## config.mk

```make
export PLATFORM = sky130hd
export DESIGN_NAME = alu_seq
export DESIGN_NICKNAME = d
export VERILOG_FILES = /design/src/rtl/alu_pkg.sv /design/src/rtl/alu_muldiv_iter.sv /design/src/rtl/alu_seq.sv
export SDC_FILE = /design/constraint.sdc
export NUM_CORES = 1
export LEC_CHECK = 0
export BUFFER_PORTS_ARGS = -buffer_cell sky130_fd_sc_hd__buf_2
export CAP_MARGIN = 20
export CORE_UTILIZATION = 25
export CTS_CLUSTER_SIZE = 10
export DETAILED_ROUTE_END_ITERATION = 12
export PLACE_DENSITY = 0.42
export REMOVE_ABC_BUFFERS = 1
export SETUP_SLACK_MARGIN = 0.5
export SYNTH_ARGS = -nofsm -noshare
export SYNTH_HDL_FRONTEND = slang
export SYNTH_SLANG_ARGS = --single-unit
```

## constraint.sdc

```tcl
create_clock -name clk -period 7.17 [get_ports clk]
set_clock_uncertainty 0.1 [all_clocks]
set_input_delay 0 -clock clk [delete_from_list [all_inputs] [get_ports clk]]
set_output_delay 0 -clock clk [all_outputs]
set_load 0.01 [all_outputs]
```

## src/rtl/alu_pkg.sv

```systemverilog
// Shared definitions for the sequential ALU: op codes, FSM states, muldiv modes.
// Latency: n/a (declarations only).
// Backpressure: n/a.
package alu_pkg;

    localparam logic [3:0] OP_AND  = 4'b0000;
    localparam logic [3:0] OP_OR   = 4'b0001;
    localparam logic [3:0] OP_ADD  = 4'b0010;
    localparam logic [3:0] OP_XOR  = 4'b0011;
    localparam logic [3:0] OP_NOR  = 4'b0100;
    localparam logic [3:0] OP_SRL  = 4'b0101;
    localparam logic [3:0] OP_SUB  = 4'b0110;
    localparam logic [3:0] OP_SLT  = 4'b0111;
    localparam logic [3:0] OP_SLTU = 4'b1000;
    localparam logic [3:0] OP_SLL  = 4'b1001;
    localparam logic [3:0] OP_SRA  = 4'b1010;
    localparam logic [3:0] OP_MUL  = 4'b1011;
    localparam logic [3:0] OP_DIVU = 4'b1100;
    localparam logic [3:0] OP_REMU = 4'b1101;

    typedef enum logic [1:0] {
        S_IDLE = 2'd0,
        S_RUN  = 2'd1,
        S_DONE = 2'd2
    } state_t;

    // Iterative unit mode select
    localparam logic MODE_MUL = 1'b0;
    localparam logic MODE_DIV = 1'b1;

    function automatic logic is_multicycle(input logic [3:0] op);
        return (op == OP_MUL) || (op == OP_DIVU) || (op == OP_REMU);
    endfunction

endpackage

```

## src/rtl/alu_muldiv_iter.sv

```systemverilog
// Iterative unsigned multiplier (shift-add) / divider (restoring), one bit per step.
// Latency: WIDTH steps after load; lo/hi show the post-step value, so the final result is visible while last is high.
// Backpressure: none; caller drives step every cycle it wants progress.
// Ports: load/mode/A/B start an operation; step advances; lo = product/quotient, hi = remainder; last = final step pending.
module alu_muldiv_iter
    import alu_pkg::*;
#(
    parameter int WIDTH = 32
) (
    input  logic             clk,
    input  logic             rst,
    input  logic             load,
    input  logic             mode,
    input  logic [WIDTH-1:0] A,
    input  logic [WIDTH-1:0] B,
    input  logic             step,
    output logic [WIDTH-1:0] lo,
    output logic [WIDTH-1:0] hi,
    output logic             last
);
    localparam int CW = $clog2(WIDTH + 1);

    logic [WIDTH-1:0] hi_q, hi_d, lo_q, lo_d, b_q, b_d;
    logic             mode_q, mode_d;
    logic [CW-1:0]    cnt_q, cnt_d;
    logic [WIDTH:0]   mul_sum, div_sh, div_diff;

    always_comb begin
        // MUL: {hi,lo} is the partial product with the multiplier shifting out of lo.
        mul_sum  = {1'b0, hi_q} + (lo_q[0] ? {1'b0, b_q} : {(WIDTH+1){1'b0}});
        // DIV: shift the next dividend bit into the partial remainder; bit WIDTH of diff is the borrow.
        div_sh   = {hi_q, lo_q[WIDTH-1]};
        div_diff = div_sh - {1'b0, b_q};

        hi_d   = hi_q;
        lo_d   = lo_q;
        b_d    = b_q;
        mode_d = mode_q;
        cnt_d  = cnt_q;
        if (load) begin
            hi_d   = '0;
            lo_d   = A;
            b_d    = B;
            mode_d = mode;
            cnt_d  = CW'(WIDTH);
        end else if (step && (cnt_q != '0)) begin
            if (mode_q == MODE_DIV) begin
                // Divisor 0 never borrows: quotient fills with ones and the remainder collects A.
                hi_d = div_diff[WIDTH] ? div_sh[WIDTH-1:0] : div_diff[WIDTH-1:0];
                lo_d = {lo_q[WIDTH-2:0], ~div_diff[WIDTH]};
            end else begin
                hi_d = mul_sum[WIDTH:1];
                lo_d = {mul_sum[0], lo_q[WIDTH-1:1]};
            end
            cnt_d = cnt_q - CW'(1);
        end
    end

    always_ff @(posedge clk) begin
        if (rst) begin
            hi_q   <= '0;
            lo_q   <= '0;
            b_q    <= '0;
            mode_q <= MODE_MUL;
            cnt_q  <= '0;
        end else begin
            hi_q   <= hi_d;
            lo_q   <= lo_d;
            b_q    <= b_d;
            mode_q <= mode_d;
            cnt_q  <= cnt_d;
        end
    end

    assign lo   = lo_d;
    assign hi   = hi_d;
    assign last = (cnt_q == CW'(1));

endmodule

```

## src/rtl/alu_seq.sv

```systemverilog
// Registered ALU with start/busy/done handshake; optional iterative MUL/DIVU/REMU (macro ALU_MULDIV_EN).
// Latency: 1 cycle for single-cycle ops and illegal codes; WIDTH+1 cycles for MUL/DIVU/REMU.
// Backpressure: start is sampled only in IDLE; start during RUN or DONE is dropped.
// Ports: clk/rst (sync, active high); start/op/A/B request; busy, done pulse; res, Co, zero, overflow, illegal.
module alu_seq
    import alu_pkg::*;
#(
    parameter int WIDTH = 32,
    parameter int SHW   = $clog2(WIDTH)
) (
    input  logic             clk,
    input  logic             rst,
    input  logic             start,
    input  logic [3:0]       op,
    input  logic [WIDTH-1:0] A,
    input  logic [WIDTH-1:0] B,
    output logic             busy,
    output logic             done,
    output logic [WIDTH-1:0] res,
    output logic             Co,
    output logic             zero,
    output logic             overflow,
    output logic             illegal
);
    state_t           state_q, state_d;
    logic [WIDTH-1:0] res_q, res_d;
    logic             done_q, done_d, co_q, co_d, zero_q, zero_d;
    logic             ovf_q, ovf_d, ill_q, ill_d;

    logic [WIDTH-1:0] b_eff, alu_res;
    logic [WIDTH:0]   sum;
    logic [SHW-1:0]   shamt;
    logic             is_sub, alu_co, alu_ovf, alu_ill;

    // Single-cycle datapath straight off the request inputs; the result register is the operand latch.
    always_comb begin
        is_sub  = (op == OP_SUB);
        b_eff   = is_sub ? ~B : B;
        sum     = {1'b0, A} + {1'b0, b_eff} + {{WIDTH{1'b0}}, is_sub};
        shamt   = B[SHW-1:0];
        alu_res = '0;
        alu_co  = 1'b0;
        alu_ovf = 1'b0;
        alu_ill = 1'b0;
        case (op)
            OP_AND:  alu_res = A & B;
            OP_OR:   alu_res = A | B;
            OP_XOR:  alu_res = A ^ B;
            OP_NOR:  alu_res = ~(A | B);
            OP_ADD, OP_SUB: begin
                alu_res = sum[WIDTH-1:0];
                alu_co  = sum[WIDTH];
                alu_ovf = (A[WIDTH-1] == b_eff[WIDTH-1]) && (sum[WIDTH-1] != A[WIDTH-1]);
            end
            OP_SLT:  alu_res = {{(WIDTH-1){1'b0}}, ($signed(A) < $signed(B))};
            OP_SLTU: alu_res = {{(WIDTH-1){1'b0}}, (A < B)};
            OP_SRL:  alu_res = A >> shamt;
            OP_SLL:  alu_res = A << shamt;
            OP_SRA:  alu_res = $signed(A) >>> shamt;
            // Multicycle codes only reach here when the iterative unit is absent.
            default: alu_ill = 1'b1;
        endcase
    end

`ifdef ALU_MULDIV_EN
    logic [3:0]       op_q, op_d;
    logic [WIDTH-1:0] md_lo, md_hi;
    logic             md_load, md_step, md_last;

    alu_muldiv_iter #(.WIDTH(WIDTH)) u_muldiv (
        .clk  (clk),
        .rst  (rst),
        .load (md_load),
        .mode ((op == OP_MUL) ? MODE_MUL : MODE_DIV),
        .A    (A),
        .B    (B),
        .step (md_step),
        .lo   (md_lo),
        .hi   (md_hi),
        .last (md_last)
    );
    assign md_step = (state_q == S_RUN);
`endif

    always_comb begin
        state_d = state_q;
        res_d   = res_q;
        co_d    = co_q;
        zero_d  = zero_q;
        ovf_d   = ovf_q;
        ill_d   = ill_q;
        done_d  = 1'b0;
`ifdef ALU_MULDIV_EN
        op_d    = op_q;
        md_load = 1'b0;
`endif
        case (state_q)
            S_IDLE: begin
                if (start) begin
`ifdef ALU_MULDIV_EN
                    if (is_multicycle(op)) begin
                        state_d = S_RUN;
                        op_d    = op;
                        md_load = 1'b1;
                    end else
`endif
                    begin
                        state_d = S_DONE;
                        done_d  = 1'b1;
                        res_d   = alu_res;
                        co_d    = alu_co;
                        ovf_d   = alu_ovf;
                        ill_d   = alu_ill;
                        zero_d  = (alu_res == '0);
                    end
                end
            end
`ifdef ALU_MULDIV_EN
            S_RUN: begin
                // md_lo/md_hi already include this cycle's final step.
                if (md_last) begin
                    state_d = S_DONE;
                    done_d  = 1'b1;
                    res_d   = (op_q == OP_REMU) ? md_hi : md_lo;
                    co_d    = 1'b0;
                    ovf_d   = 1'b0;
                    ill_d   = 1'b0;
                    zero_d  = (res_d == '0);
                end
            end
`endif
            default: state_d = S_IDLE;
        endcase
    end

    always_ff @(posedge clk) begin
        if (rst) begin
            state_q <= S_IDLE;
            res_q   <= '0;
            done_q  <= 1'b0;
            co_q    <= 1'b0;
            zero_q  <= 1'b0;
            ovf_q   <= 1'b0;
            ill_q   <= 1'b0;
`ifdef ALU_MULDIV_EN
            op_q    <= OP_AND;
`endif
        end else begin
            state_q <= state_d;
            res_q   <= res_d;
            done_q  <= done_d;
            co_q    <= co_d;
            zero_q  <= zero_d;
            ovf_q   <= ovf_d;
            ill_q   <= ill_d;
`ifdef ALU_MULDIV_EN
            op_q    <= op_d;
`endif
        end
    end

`ifdef ALU_MULDIV_EN
    assign busy = (state_q == S_RUN);
`else
    assign busy = 1'b0;
`endif
    assign done     = done_q;
    assign res      = res_q;
    assign Co       = co_q;
    assign zero     = zero_q;
    assign overflow = ovf_q;
    assign illegal  = ill_q;

endmodule
```

==> summary.md, run 1 <==
| Metric | Value |
|---|---|
| Status | `finished, final reports clean` |
| Pleak | `0.00495 uW` |
| Synth cell types | `between 80 and 90` |
| Crit path launch | `op[2]` |
| Worst Reg-to-Reg Cells | `9` |
| VDD IR max | `roughly 0.00012 V` |
| GP Congestion | `~1.1` |
| Area added between synthesis and finish | `11.2%` |
| 1st-iter DRT viols | `~1600` |
| Slack of the worst reg-to-reg path | `approximately 4300 ps` |
| Critical-path cell list | `buf_2, nor4bb_4, buf_4, xnor2_1, ha_1, a21oi_1, o21ai_0, a21oi_1, nor3_1, nor3_1, o21ai_0, nor3_1, nand4_1, nor4_1, nand4_1, o31ai_2` |
| Clk root buf | `clkbuf_16` |
| Data arrival, critical path | `between 5000 and 6000 ps` |
| Reg2reg start | `state_q[1]` |
| Die Width | `209 um` |
| Final Max Tran Viols | `0` |
| N_diodes | `0` |
| Worst Tran Pin Value | `1190 ps` |
| Seq/Total Area, Yosys | `0.0710` |
| Vias in the first global route | `11600` |
| Max Cap Violations | `0` |
| Most frequent cells in the layout | `nand2_1, nor2_1, ha_1` |
| Fmax | `roughly 0.19 GHz` |
| CTS buffer count | `5` |
| RSZ-0062 raised after global routing | `false` |
| Tot Pwr | `around 1400 uW` |
| GR Util All Layers | `0.258` |
| Worst Hold Launch | `start` |
| Final #Nets | `between 1500 and 2000` |
| Post-detail-place hpwl | `roughly 45000 um` |
| Slowest CP cell | `buf_4` |
| # resized after CTS | `0` |
| Fin crit share | `0.735` |
| Die area | `43700 um2` |
| Crit. End Element | `flip-flop` |
| TritonRoute pass-1 iters | `8` |
| Worst slew margin | `0.197` |
| Worst r2r dst | `zero` |
| Setup repair bufs after CTS | `0` |
| Remaining antenna violation count | `0` |
| Worst Hold Path EP | `state_q[1]` |
| Commonest non-fill, non-tap cell in the layout | `nand2_1` |
| Cell area after synthesis | `approximately 11000 um2` |
| Synth top area cells | `ha_1, dfxtp_1, mux4_2` |
| Post-synth top flop | `dfxtp_1` |
| PD cells | `approximately 120 nW/um2` |
| Residual DRC count | `0` |
| Maximum fanout along the worst path | `34` |
| FFs w/ async S/R, synth | `0` |
| Top Ports | `about 110` |
| Clock-pin slew on the worst setup and hold paths | `roughly 60 ps` |
| Longest Clk Path Bufs | `2` |
| First-pass GRT wire length | `83700 um` |
| WL/cell | `between 20 and 30 um` |
| CTS tree | `done` |
| Total Routed Length | `around 58000 um` |
| Chip height | `~210 um` |
| Clk Latency, worst-skew pair | `around 280 ps` |
| Largest net degree at the start of global routing | `between 60 and 70` |
| Worst hold path class | `in -> reg` |
| Site Rows | `75` |
| Worst path max stage delay | `approximately 550 ps` |
| Synth warn | `0` |
| Core ar. | `42100 um2` |
| PortBufs | `roughly 110` |
| Min Tclk post-route | `approximately 5300 ps` |
| Worst endpoint required time | `between 7000 and 8000 ps` |
| Post-CTS Hold Buffers | `0` |
| Startpoint types | `primary input` |
| Pre-CTS setup slack | `between 1500 and 2000 ps` |
| Cell count after synthesis | `roughly 1500` |
| Worst path most repeated cell | `nor3_1` |
| Number of synthesized register bits | `38` |
| Hold depth | `4` |
| Fraction of layout cells with a size suffix above 1 | `0.151` |
| Worst setup margin | `approximately 1900 ps` |
| Initial antenna violation count | `2` |
| Starting Density | `0.254` |
| Total global routing overflow | `0` |
| Vias | `12400` |
| CTS sink cnt | `38` |
| Crit Path Class | `in -> reg` |
| Final hold viol count | `0` |
| DR vias/cell | `just over 6` |
| EDFF count, synth | `0` |
| H-tree depth | `2` |
| Final Setup Violations | `0` |
| Syn Area/Cell | `between 7 and 8 um2` |
| Area leader, netlist | `ha_1` |
| Synth top area share | `0.160` |
[sequential cells by signal (all words and copies together), names as in the netlist]
register,count
Co,1
done,1
illegal,1
overflow,1
res,32
state_q,1
zero,1
[cell usage after synthesis (5+ instances only)]
cell type / instances
a221o_1: 9
ha_1: 137
or2_2: 5
a22o_1: 7
clkbuf_1: 61
dfxtp_1: 38
a2111oi_0: 9
o21ai_0: 58
o21bai_1: 5
mux2_2: 20
xor2_1: 11
nand3b_1: 5
nor3_1: 43
or3_1: 7
inv_1: 77
a32oi_1: 5
nor4_1: 15
xnor2_1: 38
a21o_1: 6
nor3b_1: 5
and2_1: 14
mux4_2: 32
o22ai_1: 17
nand3_1: 35
nand2b_1: 18
a221oi_1: 30
a211oi_1: 39
a21oi_1: 91
and3_1: 7
buf_1: 11
nor2b_1: 16
nor2_1: 145
nand2_1: 154
buf_2: 25
o211ai_1: 39
o221ai_1: 6
a31oi_1: 18
o21a_1: 6
nand4_1: 20
a22oi_1: 28
o31ai_1: 7
mux2i_1: 56
[layer usage]
metal  vias up  track usage  routed length (um)
met5         -            0                  27
met4         4       0.0705                1650
met3       101       0.0323                4580
met2       664        0.406               25200
met1      6054        0.368               26000
li1       5603            -                   -
[cells by family after synthesis]
| family | Yosys count | share of synthesized area |
|---|---|---|
| AOI/OAI and AO/OA | 438 | 0.288 |
| xor gates and xnor gates | 49 | 0.0401 |
| adders and majority gates | 138 | 0.162 |
| buffers and inverters | 187 | 0.0738 |
| DFF | 38 | 0.0710 |
| muxes | 109 | 0.142 |
| other | 1 | 0.000350 |
| and+or+nand+nor | 507 | 0.223 |
[report_power, final]
group	switching (uW)	leakage, uW	internal, uW	total (uW)
clock network	80.3	0.0000832	157	238
registers	7.86	0.000314	228	236
logic	611	0.00455	307	918
total	699	0.00495	692	1390
[final cells by class]
| type | instances | area [um2] |
|---|---|---|
| multi-input cells | 1242 | 9230 |
| inverters | 81 | 304 |
| repair buffers | 139 | 778 |
| clock buffers | 8 | 166 |
| well taps | 539 | 674 |
| flip-flops and latches | 38 | 761 |
| fillers | 4625 | 30200 |
[how the worst max path moves through the flow]
stage / cells after the start / slack, ps / end
final: 16 / 1900 / zero
after global routing: 18 / 1700 / zero
after CTS: 18 / 2040 / zero
after detailed placement: 18 / 1730 / zero
after global placement: 15 / 1570 / zero
after floorplan: 14 / -980 / zero
[critical path: cells and delay by family]
kind | cells | cell delay, ps
XOR/XNOR | 1 | 160
AND/OR/NAND/NOR | 7 | 2020
adder cells (fa/ha/maj) | 1 | 400
buffers and inverters | 2 | 1050
AO/OA/AOI/OAI | 5 | 1730
[stage by stage]
step	util	setup TNS [ps]	hold WS [ps]	cells	area, um2
finish	0.283	0	116	2047	11900
global route	0.283	0	152	2047	11900
CTS	0.283	0	114	2047	11900
detailed placement	0.279	0	292	2039	11700
global placement	0.279	0	300	2038	11700
floorplan	-	-3410	-30.9	1361	10200
Power figures use the tool's default switching activity.
==> run 2: changes to the inputs <==
--- a/config.mk
+++ b/config.mk
@@ -10,7 +10,7 @@
 export CORE_UTILIZATION = 25
 export CTS_CLUSTER_SIZE = 10
 export DETAILED_ROUTE_END_ITERATION = 12
-export PLACE_DENSITY = 0.42
+export PLACE_DENSITY = 0.44
 export REMOVE_ABC_BUFFERS = 1
 export SETUP_SLACK_MARGIN = 0.5
 export SYNTH_ARGS = -nofsm -noshare
==> constraint.sdc (replaced) <==
create_clock -name clk -period 4.5 [get_ports clk]
set_clock_uncertainty 0.1 [all_clocks]
set_input_delay 0 -clock clk [delete_from_list [all_inputs] [get_ports clk]]
set_output_delay 0 -clock clk [all_outputs]
set_load 0.01 [all_outputs]
==> run 2 against run 1 <==
Register-to-register slack got worse by 2600 ps. Clock power grew 47%. Critical path depth is 1 higher. Cell area rose by 9.5%. Sequential power is 59% higher. Utilization grew 2.7 points. Routed wire length decreased by 0.66%. Setup slack worse by 1300 ps. Total power rose by 68%. Cell count up 4.9%. Critical path type unchanged. Non-clock buffer count is 100 higher.
==> summary.md, run 2 (synthesized netlist as in run 1, its figures left out) <==
| Metric | Value |
|---|---|
| Status | `finished, final reports clean` |
| Final hold viol count | `0 (unchanged)` |
| 1st-iter DRT viols | `1441 (-7.5%)` |
| Clock-pin slew on the worst setup and hold paths | `60 ps (about the same)` |
| Worst slew margin | `0.259 (+0.0626)` |
| Area after DPL | `12400 um2 (+5.9%)` |
| Final instance area | `13000 um2 (+9.5%)` |
| First-pass GRT wire length | `82500 um (-1.5%)` |
| Longest Clk Path Bufs | `2 (unchanged)` |
| PD cells | `179 nW/um2 (+53%)` |
| Final Setup Violations | `0 (unchanged)` |
| Vias | `12700 (+1.8%)` |
| Fill cells | `4601 (-0.52%)` |
| Max reg flops | `32 (unchanged)` |
| Total Routed Length | `57200 um (-0.66%)` |
| Most frequent cells in the layout | `nand2_1, nor2_1, ha_1` |
| Final #Nets | `1816 (+5.8%)` |
| Vias in the first global route | `12000 (+3.2%)` |
| Clk Latency, worst-skew pair | `280 ps (about the same)` |
| Post-detail-place hpwl | `45300 um (+0.21%)` |
| Fmax | `0.254 GHz` |
| Top Ports | `109 (unchanged)` |
| Residual DRC count | `0 (unchanged)` |
| Area added between synthesis and finish | `21.7%` |
| Final Max Tran Viols | `0 (unchanged)` |
| CTS sink cnt | `38 (unchanged)` |
| WL/cell | `26.6 um (-5.3%)` |
| Fraction of layout cells with a size suffix above 1 | `0.225 (+0.0733)` |
| Post-CTS Hold Buffers | `0 (unchanged)` |
| Data arrival, critical path | `4040 ps (-1330 ps)` |
| GR Util All Layers | `0.253 (-0.00492)` |
| Worst hold path class | `in -> reg` |
| N_diodes | `0 (unchanged)` |
| Die Width | `209 um (unchanged)` |
| CTS buffer count | `5 (unchanged)` |
| Die area | `43700 um2 (unchanged)` |
| Chip height | `209 um (unchanged)` |
| RSZ-0062 raised after global routing | `true` |
| Starting Density | `0.254 (unchanged)` |
| Worst endpoint required time | `4600 ps (-2670 ps)` |
| Largest net degree at the start of global routing | `66 (+4.8%)` |
| VDD IR max | `0.000187 V (+50%)` |
| H-tree depth | `2 (unchanged)` |
| GP Congestion | `1.05 (-4.0%)` |
| PortBufs | `107 (unchanged)` |
| Crit Path Class | `in -> reg` |
| CTS tree | `done` |
| Min Tclk post-route | `3940 ps` |
| Max Cap Violations | `0 (unchanged)` |
| Fin crit share | `0.874` |
| Pleak | `0.00551 uW (+11%)` |
| Remaining antenna violation count | `0 (unchanged)` |
| Pre-CTS setup slack | `-30.1 ps (-1760 ps)` |
| Crit. End Element | `flip-flop` |
| Total global routing overflow | `0 (unchanged)` |
| Worst Tran Pin Value | `1100 ps (-89.7 ps)` |
| Initial antenna violation count | `1 (-1)` |
| TritonRoute pass-1 iters | `7 (-1)` |
| DR vias/cell | `5.89 (-2.9%)` |
| Site Rows | `75 (unchanged)` |
| Commonest non-fill, non-tap cell in the layout | `nand2_1` |
| Startpoint types | `primary input` |
| Worst setup margin | `565 ps (-1340 ps)` |
| Maximum fanout along the worst path | `6 (-82%)` |
| Core ar. | `42100 um2 (unchanged)` |
| Clk root buf | `clkbuf_16` |
[run 2: changes by cell type in the layout (fill, tap and decap cells not counted), moves of 6 or more]
| cell | before | now |
|---|---|---|
| buf_4 | 33 | 123 |
| xnor2_1 | 38 | 32 |
| buf_12 | 0 | 8 |
| a21oi_2 | 1 | 8 |
| a21oi_1 | 91 | 84 |
[run 2: area by class of cell]
class	count	area [um2]	share of cell area
Tap cell	539	674	0.0517
Multi-Input combinational cell	1242	9470	0.726
Clock buffer	7	143	0.0109
Sequential cell	38	761	0.0583
Inverter	81	304	0.0233
Timing Repair Buffer	239	1690	0.129
Clock inverter	1	5.00	0.000384
[run 2: worst paths after layout]
| check | depth (start not counted) | to | slack, ps | startpoint |
|---|---|---|---|---|
| max | 17 | zero | 560 | op[0] |
| min | 4 | res[23] | 90 | start |
| max reg2reg | 10 | zero | 1730 | state_q[1] |
| min reg2reg | 2 | illegal | 350 | illegal |
[run 2: metrics by stage]
stage | hold WS [ps] | instances | TNS [ps] | utilization | total power [uW]
after detailed placement | 301 | 2124 | -30.1 | 0.295 | 1880
after global routing | 105 | 2147 | 0 | 0.309 | 2470
after global placement | 297 | 2124 | 0 | 0.295 | 1890
after floorplan | -30.9 | 1361 | -86640 | - | 1190
after CTS | 159 | 2134 | 0 | 0.301 | 2250
final | 85.8 | 2147 | 0 | 0.309 | 2330
[run 2: worst max-delay path: stages]
cell      delay (ps)
buf_6            100
nor4bb_4         270
buf_6            180
buf_12           170
xnor2_4          160
ha_4             240
a221oi_2         280
nor2_1            90
a221oi_2         250
o211ai_2         160
a221o_1          350
a221o_1          420
a31oi_1          200
nor2_1            60
or3_4            400
or4_4            480
o31ai_2          210
[run 2: what timing repair did]
item,CTS,global route
cloned,1,1
gates resized for setup,11,43
setup endpoints to repair,2,4
pin swaps,2,32
buffers inserted,1,11
[run 2: layer usage]
metal,global-route usage,wire length [um]
met3,0.0353,4700
met2,0.398,25000
met5,0,13
met4,0.0910,2370
met1,0.351,25100
[run 2: power by group]
group          leakage [uW]  switching (uW)  internal (uW)
clock network     0.0000739             130            219
logic               0.00513             998            611
registers          0.000314            12.1            363
total               0.00551            1140           1190
==> run 3: changes to the inputs <==
--- a/config.mk
+++ b/config.mk
@@ -7,6 +7,7 @@
 export LEC_CHECK = 0
 export BUFFER_PORTS_ARGS = -buffer_cell sky130_fd_sc_hd__buf_2
 export CAP_MARGIN = 20
+export CORE_ASPECT_RATIO = 0.75
 export CORE_UTILIZATION = 25
 export CTS_CLUSTER_SIZE = 10
 export DETAILED_ROUTE_END_ITERATION = 12
==> run 3 against run 2 <==
Sequential share of layout area shrank 0.14 points. Combinational power is 4% higher. Routed wire length rose by 5.1%. Cell area up 2.5%. Register-to-register slack improved by 170 ps. Via count is 2.0% higher. Clock power up 34%. Utilization grew 0.77 points. First-iteration DRC count rose by 2.3%. Critical endpoint unchanged. Largest cell class unchanged.
==> summary.md, run 3 (synthesized netlist as in run 1, its figures left out) <==
| Metric | Value |
|---|---|
| Total global routing overflow | `0 (unchanged)` |
| Vias | `12900 (+2.0%)` |
| Longest Clk Path Bufs | `2 (unchanged)` |
| CTS tree | `done` |
| Fraction of layout cells with a size suffix above 1 | `0.242 (+0.0171)` |
| Vias in the first global route | `11900 (-0.64%)` |
| Worst hold path class | `in -> reg` |
| Worst Tran Pin Value | `1060 ps (-46.3 ps)` |
| CTS buffer count | `5 (unchanged)` |
| VDD IR max | `0.000225 V (+21%)` |
| 1st-iter DRT viols | `1474 (+2.3%)` |
| DR vias/cell | `5.84 (-0.86%)` |
| Chip height | `181 um (-13%)` |
| Hold depth | `4 (unchanged)` |
| Post-CTS Hold Buffers | `0 (unchanged)` |
| Crit Path Class | `in -> reg` |
| Area added between synthesis and finish | `24.7%` |
| Max reg flops | `32 (unchanged)` |
| Setup TNS | `0 ps (unchanged)` |
| Multi-input combinational cell area | `9500 um2 (+0.38%)` |
| CTS sink cnt | `38 (unchanged)` |
| Post-detail-place hpwl | `47400 um (+4.6%)` |
| Worst Reg-to-Reg Cells | `10 (unchanged)` |
| Largest net degree at the start of global routing | `91 (+38%)` |
| Total Routed Length | `60100 um (+5.1%)` |
| Area after DPL | `12500 um2 (+0.74%)` |
| RSZ-0062 raised after global routing | `true` |
| Clk Latency, worst-skew pair | `280 ps (about the same)` |
| Final hold viol count | `0 (unchanged)` |
| TritonRoute pass-1 iters | `7 (unchanged)` |
| Worst endpoint required time | `4600 ps (about the same)` |
| Pleak | `0.00568 uW (+2.9%)` |
| Die area | `43700 um2 (about the same)` |
| Fin crit share | `0.899 (+0.0243)` |
| Remaining antenna violation count | `0 (unchanged)` |
| Top Ports | `109 (unchanged)` |
| Maximum fanout along the worst path | `4 (-2)` |
| Max Cap Violations | `0 (unchanged)` |
| WL/cell | `27.2 um (+2.2%)` |
| Die Width | `241 um (+15%)` |
| Final #Nets | `1843 (+1.5%)` |
| Data arrival, critical path | `4150 ps (+110 ps)` |
| Fmax | `0.247 GHz (-2.7%)` |
| PD cells | `188 nW/um2 (+5.1%)` |
| Clock-pin slew on the worst setup and hold paths | `60 ps (about the same)` |
| Hold slack | `85.1 ps (-0.755 ps)` |
| Initial antenna violation count | `2 (+1)` |
| Min Tclk post-route | `4040 ps (+109 ps)` |
| PortBufs | `107 (unchanged)` |
| Fill cells | `4627 (+0.57%)` |
| H-tree depth | `2 (unchanged)` |
| Worst slew margin | `0.296 (+0.0365)` |
| Most frequent cells in the layout | `nand2_1, buf_4, nor2_1` |
| First-pass GRT wire length | `85800 um (+4.1%)` |
| Site Rows | `65 (-13%)` |
| Final instance area | `13400 um2 (+2.5%)` |
| Final Max Tran Viols | `0 (unchanged)` |
| FF+latch area | `761 um2 (unchanged)` |
| Residual DRC count | `0 (unchanged)` |
| GR Util All Layers | `0.268 (+0.0142)` |
| Startpoint types | `primary input` |
| Clk root buf | `clkbuf_16` |
| Crit. End Element | `flip-flop` |
| Core ar. | `42100 um2 (about the same)` |
| Commonest non-fill, non-tap cell in the layout | `nand2_1` |
| GP Congestion | `1.07 (+1.9%)` |
| Final Setup Violations | `0 (unchanged)` |
| Starting Density | `0.254 (about the same)` |
| Status | `finished, final reports clean` |
run 3: power by group:
part / leakage, uW / switching [uW] / internal (uW)
Combinational: 0.00527 / 1040 / 629
Clock: 0.0000971 / 134 / 333
Sequential: 0.000314 / 13.2 / 363
run 3: final timing paths:
| kind | startpoint | to | slack [ps] |
|---|---|---|---|
| worst max-delay path | op[3] | zero | 460 |
| worst min-delay path | start | res[27] | 90 |
| worst max register to register | state_q[1] | zero | 1900 |
| worst min register to register | illegal | illegal | 360 |
run 3: area by class of cell:
cell class | count | share of cell area
tap | 569 | 0.0533
clock buffer | 6 | 0.0104
inverter | 81 | 0.0228
antenna | 4 | 0.000749
sequential | 38 | 0.0569
timing repair buffer | 266 | 0.140
clock inverter | 2 | 0.00449
multi-input combinational | 1242 | 0.711
run 3: routing by layer:
metal / up-vias / GRT usage / share of wire
met1: 6313 / 0.413 / 0.48
met2: 683 / 0.389 / 0.41
met4: 0 / 0.0415 / 0.016
met5: - / 0 / 0
li1: 5846 / - / -
met3: 59 / 0.0408 / 0.094
run 3: worst max-delay path: stages:
cell	delay [ps]
buf_6	100
nor4bb_4	300
clkbuf_16	200
buf_8	120
buf_6	110
xnor2_2	70
ha_1	320
o211ai_1	270
a21oi_2	80
o211ai_2	230
o211ai_2	160
a221o_1	380
a221o_1	440
a31oi_1	190
nor2_1	50
or3_4	400
or4_4	480
o31ai_2	210
run 3: repair_timing:
action / 4_1_cts / 5_1_grt
pin swaps: 1 / 34
resized for setup: 8 / 61
setup endpoints to repair: 1 / 4
buffers inserted: 0 / 33
run 3: through the flow:
step,std cells,total power (uW),setup slack [ps],util
6_report,2208,2510,456,0.317
3_3_place_gp,2160,1920,4.70,0.297
3_5_place_dp,2162,1910,-46.0,0.298
2_1_floorplan,1361,1190,-3650,-
4_1_cts,2170,2390,500,0.303
5_1_grt,2204,2640,387,0.317
